## config.mk

```make
export PLATFORM = sky130hd
export DESIGN_NAME = clock_set_ctrl
export DESIGN_NICKNAME = d
export VERILOG_FILES = /design/src/rtl/clock_set_ctrl.sv
export SDC_FILE = /design/constraint.sdc
export NUM_CORES = 1
export LEC_CHECK = 0
export CORE_MARGIN = 3
export CORE_UTILIZATION = 50
export CTS_BUF_LIST = sky130_fd_sc_hd__clkbuf_16
export DETAILED_ROUTE_END_ITERATION = 6
export GPL_ROUTABILITY_DRIVEN = 0
export MAX_ROUTING_LAYER = met4
export PLACE_DENSITY = 0.67
export SYNTH_ARGS = -nofsm -noshare
export SYNTH_HDL_FRONTEND = slang
export SYNTH_SLANG_ARGS = --single-unit
export TNS_END_PERCENT = 10
```

## constraint.sdc

```tcl
create_clock -name clk -period 5.8 [get_ports clk]
set_input_delay 0.58 -clock clk [delete_from_list [all_inputs] [get_ports clk]]
set_output_delay 0.58 -clock clk [all_outputs]
set_load 0.01 [all_outputs]
```

## src/rtl/clock_set_ctrl.sv

```systemverilog
// Adjust-mode sequencer for the digital clock: MODE steps the adjust field,
// UP (with auto-repeat) pulses the selected field, idle timeout returns to normal.
module clock_set_ctrl #(
  parameter int TICK_DIV   = 100000,
  parameter int TIMEOUT_MS = 10000,
  parameter int RPT_DLY_MS = 500,
  parameter int RPT_PER_MS = 100,
  parameter int BLINK_MS   = 250
) (
  input  logic       clk,
  input  logic       rst_n,
  input  logic       btn_mode,
  input  logic       btn_up,
  output logic [1:0] gt_mod,
  output logic       inc_sec,
  output logic       inc_min,
  output logic       inc_hr,
  output logic       run_en,
  output logic       blink
);

  localparam logic [1:0] ST_NORMAL = 2'b00;

  localparam int RPT_MAX = (RPT_DLY_MS > RPT_PER_MS) ? RPT_DLY_MS : RPT_PER_MS;
  localparam int PW = (TICK_DIV   > 1) ? $clog2(TICK_DIV)   : 1;
  localparam int IW = (TIMEOUT_MS > 1) ? $clog2(TIMEOUT_MS) : 1;
  localparam int HW = (RPT_MAX    > 1) ? $clog2(RPT_MAX)    : 1;
  localparam int BW = (BLINK_MS   > 1) ? $clog2(BLINK_MS)   : 1;

  // Counters run 0..N-1 and act on the tick that would make them reach N.
  localparam logic [PW-1:0] PRESC_LAST = PW'(TICK_DIV - 1);
  localparam logic [IW-1:0] IDLE_LAST  = IW'(TIMEOUT_MS - 1);
  localparam logic [HW-1:0] DLY_LAST   = HW'(RPT_DLY_MS - 1);
  localparam logic [HW-1:0] PER_LAST   = HW'(RPT_PER_MS - 1);
  localparam logic [BW-1:0] BLINK_LAST = BW'(BLINK_MS - 1);

  logic [PW-1:0] presc_reg, presc_next;
  logic [IW-1:0] idle_reg, idle_next;
  logic [HW-1:0] hold_reg, hold_next;
  logic [BW-1:0] blink_cnt_reg, blink_cnt_next;
  logic [1:0]    state_reg, state_next;
  logic [2:0]    inc_reg, inc_next;
  logic          mode_prev_reg, up_prev_reg;
  logic          rpt_arm_reg, rpt_arm_next;
  logic          rpt_phase_reg, rpt_phase_next;
  logic          blink_reg, blink_next;
  logic          run_en_reg;

  logic tick, mode_ev, up_ev, adjusting, up_accept, rpt_fire, inc_any, timeout, state_chg;

  always_comb begin
    tick      = (presc_reg == PRESC_LAST);
    mode_ev   = btn_mode & ~mode_prev_reg;
    up_ev     = btn_up & ~up_prev_reg;
    adjusting = (state_reg != ST_NORMAL);
    // MODE has priority: a coincident UP edge is dropped.
    up_accept = adjusting & up_ev & ~mode_ev;
    rpt_fire  = adjusting & rpt_arm_reg & btn_up & ~mode_ev & tick &
                (rpt_phase_reg ? (hold_reg == PER_LAST) : (hold_reg == DLY_LAST));
    inc_any   = up_accept | rpt_fire;
    timeout   = adjusting & ~mode_ev & ~inc_any & tick & (idle_reg == IDLE_LAST);
    state_chg = mode_ev | timeout;

    presc_next = tick ? '0 : presc_reg + 1'b1;

    state_next = state_reg;
    if (mode_ev)      state_next = state_reg + 2'd1;
    else if (timeout) state_next = ST_NORMAL;

    idle_next = idle_reg;
    if (!adjusting || state_chg || up_ev || inc_any) idle_next = '0;
    else if (tick)                                   idle_next = idle_reg + 1'b1;

    // Repeat is armed only by an accepted UP edge, so a MODE during a hold
    // needs a fresh press before pulses resume.
    rpt_arm_next   = rpt_arm_reg;
    rpt_phase_next = rpt_phase_reg;
    hold_next      = hold_reg;
    if (!adjusting || state_chg || !btn_up) begin
      rpt_arm_next   = 1'b0;
      rpt_phase_next = 1'b0;
      hold_next      = '0;
    end else if (up_accept) begin
      rpt_arm_next   = 1'b1;
      rpt_phase_next = 1'b0;
      hold_next      = '0;
    end else if (rpt_fire) begin
      rpt_phase_next = 1'b1;
      hold_next      = '0;
    end else if (tick && rpt_arm_reg) begin
      hold_next      = hold_reg + 1'b1;
    end

    blink_cnt_next = blink_cnt_reg;
    blink_next     = blink_reg;
    if (!adjusting || state_chg || inc_any) begin
      blink_cnt_next = '0;
      blink_next     = 1'b1;
    end else if (tick) begin
      if (blink_cnt_reg == BLINK_LAST) begin
        blink_cnt_next = '0;
        blink_next     = ~blink_reg;
      end else begin
        blink_cnt_next = blink_cnt_reg + 1'b1;
      end
    end
  end

  // Bit gi of inc_next belongs to adjust state gi+1 (sec, min, hr).
  for (genvar gi = 0; gi < 3; gi++) begin : g_inc
    assign inc_next[gi] = inc_any & (state_reg == 2'(gi + 1));
  end

  always_ff @(posedge clk or negedge rst_n) begin
    if (!rst_n) begin
      presc_reg     <= '0;
      idle_reg      <= '0;
      hold_reg      <= '0;
      blink_cnt_reg <= '0;
      state_reg     <= ST_NORMAL;
      inc_reg       <= '0;
      mode_prev_reg <= 1'b1;
      up_prev_reg   <= 1'b1;
      rpt_arm_reg   <= 1'b0;
      rpt_phase_reg <= 1'b0;
      blink_reg     <= 1'b1;
      run_en_reg    <= 1'b1;
    end else begin
      presc_reg     <= presc_next;
      idle_reg      <= idle_next;
      hold_reg      <= hold_next;
      blink_cnt_reg <= blink_cnt_next;
      state_reg     <= state_next;
      inc_reg       <= inc_next;
      mode_prev_reg <= btn_mode;
      up_prev_reg   <= btn_up;
      rpt_arm_reg   <= rpt_arm_next;
      rpt_phase_reg <= rpt_phase_next;
      blink_reg     <= blink_next;
      run_en_reg    <= (state_next == ST_NORMAL);
    end
  end

  assign gt_mod  = state_reg;
  assign inc_sec = inc_reg[0];
  assign inc_min = inc_reg[1];
  assign inc_hr  = inc_reg[2];
  assign run_en  = run_en_reg;
  assign blink   = blink_reg;

endmodule

```

== After elaboration in Yosys (flattened, before gate mapping) ==
Cells that the tools add are included.

* Register bits after elaboration: 59
* Word-level logic and storage cells: 86

* Add/sub/neg operators: 5
* Eq/ne operators: 8
* Mux-type cells: 21
* Bitwise logic cells: 23
* Reductions and logical operators: 17

{| class="wikitable"
|+ Operators by type and width
! cell !! number
|-
| $mux 9 || 4
|-
| $mux 14 || 2
|-
| $mux 8 || 3
|-
| $add 17x1->17 const B || 1
|-
| $eq 17x17->1 const B || 1
|-
| $mux 17 || 1
|-
| $and 1x1->1 || 16
|-
| $add 14x1->14 const B || 1
|-
| $eq 14x14->1 const B || 1
|-
| $reduce_bool 2->1 || 5
|-
| $add 9x1->9 const B || 1
|-
| $eq 9x7->1 const B || 1
|-
| $eq 9x9->1 const B || 1
|-
| $mux 1 || 9
|-
| $add 8x1->8 const B || 1
|-
| $eq 8x8->1 const B || 1
|-
| $logic_or 1x1->1 || 5
|-
| $not 1->1 || 5
|-
| $eq 2x2->1 const B || 2
|-
| $mux 2 || 2
|-
| $reduce_bool 4->1 || 1
|-
| $reduce_bool 3->1 || 1
|-
| $add 2x1->2 const B || 1
|-
| $eq 2x1->1 const B || 1
|-
| 5 further kinds || 7
|}

== Longest topological paths before layout ==
* Depth in word-level cells: 16
* Mapped depth: 7
* Depth with buffers taken out: 7

== Worst setup path after synthesis ==
Ideal clock, no wire load.

* Path type: flip-flop to flip-flop
* Start: reg presc_reg[6]
* End: reg blink_cnt_reg[3]
* Setup time: 118 ps
* Arrival time: 1,786 ps
* Required time: 5,682 ps
* Path slack: 3,896 ps
* Cell stages (with the launch flop): 7
* Path through: dfrtp_1 -> or4b_4 -> nor4_4 -> buf_4 -> o21ai_0 -> a21oi_1 -> nor2_1

* Cells in the longest elaborated chain, start to end: 12
* Elaborated cells between the ends (all ways): 13
* Classes of those cells: eq/ne (1); mux (1); bitwise (8); reduce/logical (3)

{| class="wikitable"
|+ RTL lines
! item !! RTL line !! source
|-
| start, declared || 37 || <nowiki>logic [PW-1:0] presc_reg, presc_next;</nowiki>
|-
| start signal, assigned || 129 || <nowiki>presc_reg <= presc_next;</nowiki>
|-
| $eq 17x17->1 * || 52 || <nowiki>tick = (presc_reg == PRESC_LAST);</nowiki>
|-
| $and 1x1->1 (2 in a row) || 58 || <nowiki>rpt_fire = adjusting & rpt_arm_reg & btn_up & ~mode_ev & tick &</nowiki>
|-
| $or 1x1->1 || 60 || <nowiki>inc_any = up_accept | rpt_fire;</nowiki>
|-
| $not 1->1 || 61 || <nowiki>timeout = adjusting & ~mode_ev & ~inc_any & tick & (idle_reg == IDLE_LAST);</nowiki>
|-
| $and 1x1->1 (3 in a row) || 61 ||
|-
| $or 1x1->1 || 62 || <nowiki>state_chg = mode_ev | timeout;</nowiki>
|-
| $logic_or 1x1->1 (2 in a row) || 96 || <nowiki>if (!adjusting || state_chg || inc_any) begin</nowiki>
|-
| $mux 8 or $reduce_bool 2->1 (tied branches) || n/a ||
|-
| end signal, assigned || 132 || <nowiki>blink_cnt_reg <= blink_cnt_next;</nowiki>
|-
| end, declared || 40 || <nowiki>logic [BW-1:0] blink_cnt_reg, blink_cnt_next;</nowiki>
|}

Mark *: on every way between the ends. The rest lies on a longest branch, timed or not.
A chain may end at the register's enable or synchronous reset.

== Final worst setup path ==
* Start: reg presc_reg[0]
* End: reg blink_cnt_reg[7]

The elaborated chain is that of the path after synthesis.

==> results list <==
- Status: complete, no violations
- When the netlist entered floorplanning its net count stood at 320.
- Among all cell types in the netlist, the one instantiated most often is dfrtp_1.
- STA classifies the critical path endpoint as a flip-flop.
- Synth Area per Inst: 9.88 um2
- The clock passes through at most 2 buffers.
* Slew at the pin closest to its max-slew limit: 1140 ps
* Worst Path Arrival: 2930 ps
* Area share of the leading cell type in the synthesized netlist: 0.454
* Number of buffers inserted during clock tree synthesis: 9
- At the placement stage, the worst setup path has a slack of 2980 ps.
- Measured against its own limit, the worst slew margin works out to 0.237.
* Die Outline Area: 0.00704 mm2
- Summing internal, switching and leakage power gives 0.00112 W.
- The Yosys step of the flow raised 0 warnings.
* Max Slew Vio Count: 0
* Start point of the critical path: presc_reg[0]
- In this run, synthesis inferred 0 flip-flops with an integrated enable.
- Synthesis inferred 59 register bits.
- Worst-case reg-to-reg path depth: 5
- In this run the power density over the cells is 319 mW/mm2.
- In this run the static leakage power is 1.48 nW.
- Number of optimization iterations in the first detailed-route pass: 4
- Die outline width: 83.9 um
- Counting every sink on the clock net gives 59.
- Fmax: 362 MHz
* Slack of the worst reg-to-reg path: 3040 ps
- The commonest cells after synthesis are dfrtp_1, nor2_1, nand2_1.
- Number of different library cells in the post-synthesis netlist: 41
- 0 antenna diodes ended up in the layout.
* CP Class: reg2reg
* Largest net degree at the start of global routing: 60
- The final hold violation count was 0.
- Setup tns final: 0 ps
* Number of input and output port buffers inserted: 10
- Post-layout minimum cycle time: 2760 ps
- The worst register-to-register path ends at blink_cnt_reg[7].
- Setup violations remaining at the end of the flow were counted as 0.
* Area of the mapped netlist: 0.00303 mm2
- Synthesis handed over a netlist of 307 instances.
- Ranked by total cell area, the synthesized netlist is headed by dfrtp_1, xor2_1, nor2_1, xnor2_1, ha_1.
- The startpoint identified for the worst register-to-register timing path is presc_reg[0].
- Global routing finished with a remaining overflow of 0.
* Clock root cell: clkbuf_16
- Dominant cell type by area after synthesis: dfrtp_1
* Post-cts repair resize count: 0
- Effective utilization at floorplan: 0.534
- Share of async-settable or async-resettable flops after synthesis: 1.00
- STA classifies the critical path startpoint as a flip-flop.
* Flip-flop count of the largest register after layout: 17
- Clock tree from TritonCTS: done
- Maximum level of the CTS H-tree: 3
- Clock latency at the later pin of the worst-skew pair: 330 ps
- In this run the worst setup path terminates at blink_cnt_reg[7].
* I/O pin count: 11
- Layout net count: 333
- Along the worst path, the maximum fanout reaches 23.
* Number of buffers added for setup after CTS: 0
- Post-route worst setup slack: 3040 ps
- Routed via count: 2270
- Max-cap violations in this run came to 0.
- In the finished design, the share of the clock period the worst path needs comes to 0.476.
- Residual antenna-violating net count after detailed routing: 0
* Area of the core region: 0.00568 mm2
- Mean number of vias per cell: 5.72
- Total wire length: 5870 um
- Site row count: 27
- In this run, the number of DRC markers left after iteration 0 of detailed routing was 121.
- IR analysis of the VDD net gives a maximum drop of 0.000200 V.
* Path category of the worst min-delay check: in2async
* Number of design rule violations left after detail routing: 0
* Antenna violations before repair: 0
- Total of hold buffers inserted after clock tree synthesis: 0
* Most instantiated flip-flop cell in the synthesis netlist: dfrtp_1
- Required time reported for the critical path endpoint: 5960 ps
* Sequential-to-total area share from yosys stat: 0.488
- Worst clock skew on the final layout: 6.26 ps
* Die boundary height: 83.9 um
- Detailed placement finished with a half-perimeter wire length of 3840 um.
- Global-route wire length before repair: 10700 um
- Post-synthesis to final-layout area growth: 15.9%
* Share of final-layout standard cells stronger than drive strength 1: 0.0985
- Setup repair after global routing left no endpoint under its margin.
- Dividing the detail-routed wire length by the instance count gives 14.8 um.
- Overall track demand over capacity in global routing: 0.194
* Clock slew at reported path FFs: 60 ps
- Number of global-route vias before repair: 2201
- Hold Slack: 393 ps
-- how the worst min path moves through the flow --
stage	start	to	cells past startpoint	slack, ps
floorplan	rst_n	blink_cnt_reg[0]	0	280
global placement	presc_reg[0]	presc_reg[0]	1	470
detailed placement	presc_reg[0]	presc_reg[0]	1	480
CTS	rst_n	presc_reg[3]	2	430
global route	rst_n	presc_reg[4]	2	480
finish	rst_n	presc_reg[3]	2	390
-- power by group --
group          leakage (nW)  internal, W  switching (W)
clock network         0.165     0.000418       0.000190
registers             0.792     0.000424      0.0000109
logic                 0.522    0.0000324      0.0000468
total                  1.48     0.000874       0.000248
-- cell type report --
cell class | instances | area [um2]
sequential | 59 | 1480
clock inverter | 7 | 116
timing repair buffer | 12 | 110
multi-input combinational | 234 | 1480
tap | 72 | 90.1
fill | 481 | 2160
inverter | 4 | 15.0
clock buffer | 9 | 225
-- critical path, cell delays in order, from the launching register on --
cell	delay, ps
dfrtp_1	390
ha_1	240
and4_1	330
nand4_1	540
o21ai_2	950
nor3_1	140
-- through the flow --
stage / cells / area, um2 / util
floorplan: 307 / 3030 / -
global placement: 381 / 3170 / 0.559
detailed placement: 381 / 3170 / 0.559
CTS: 397 / 3510 / 0.619
global route: 397 / 3510 / 0.619
finish: 397 / 3510 / 0.619
-- placed cells by master (no fill, tap or decap), types with 5 or more instances in the layout --
cell,instances
dfrtp_1,55
nor2_1,46
nand2_1,28
xor2_1,21
nand4_1,18
nand3_1,16
xnor2_1,13
nor3_1,11
and3_1,10
a21oi_1,10
ha_1,9
clkbuf_16,9
clkdlybuf4s50_1,9
o21ai_0,6
and2_1,5
-- kinds of logic (layout without fill, tap and decap cells) --
family	count (synthesis)	in the layout	synth area share
adders and majority gates	9	9	0.0371
AOI/OAI and AO/OA	29	29	0.0644
xor gates and xnor gates	34	34	0.0982
and+or+nand+nor	161	161	0.284
muxes	1	1	0.00330
buffers and inverters	14	32	0.0248
DFF	59	59	0.488
-- layer usage --
layer / part of all wire / GRT usage
met1: 0.49 / 0.268
met2: 0.46 / 0.278
met3: 0.041 / 0.0365
met4: 0.013 / 0.0892
met5: 0 / -
Note: power is estimated with default switching activity, not from simulation.
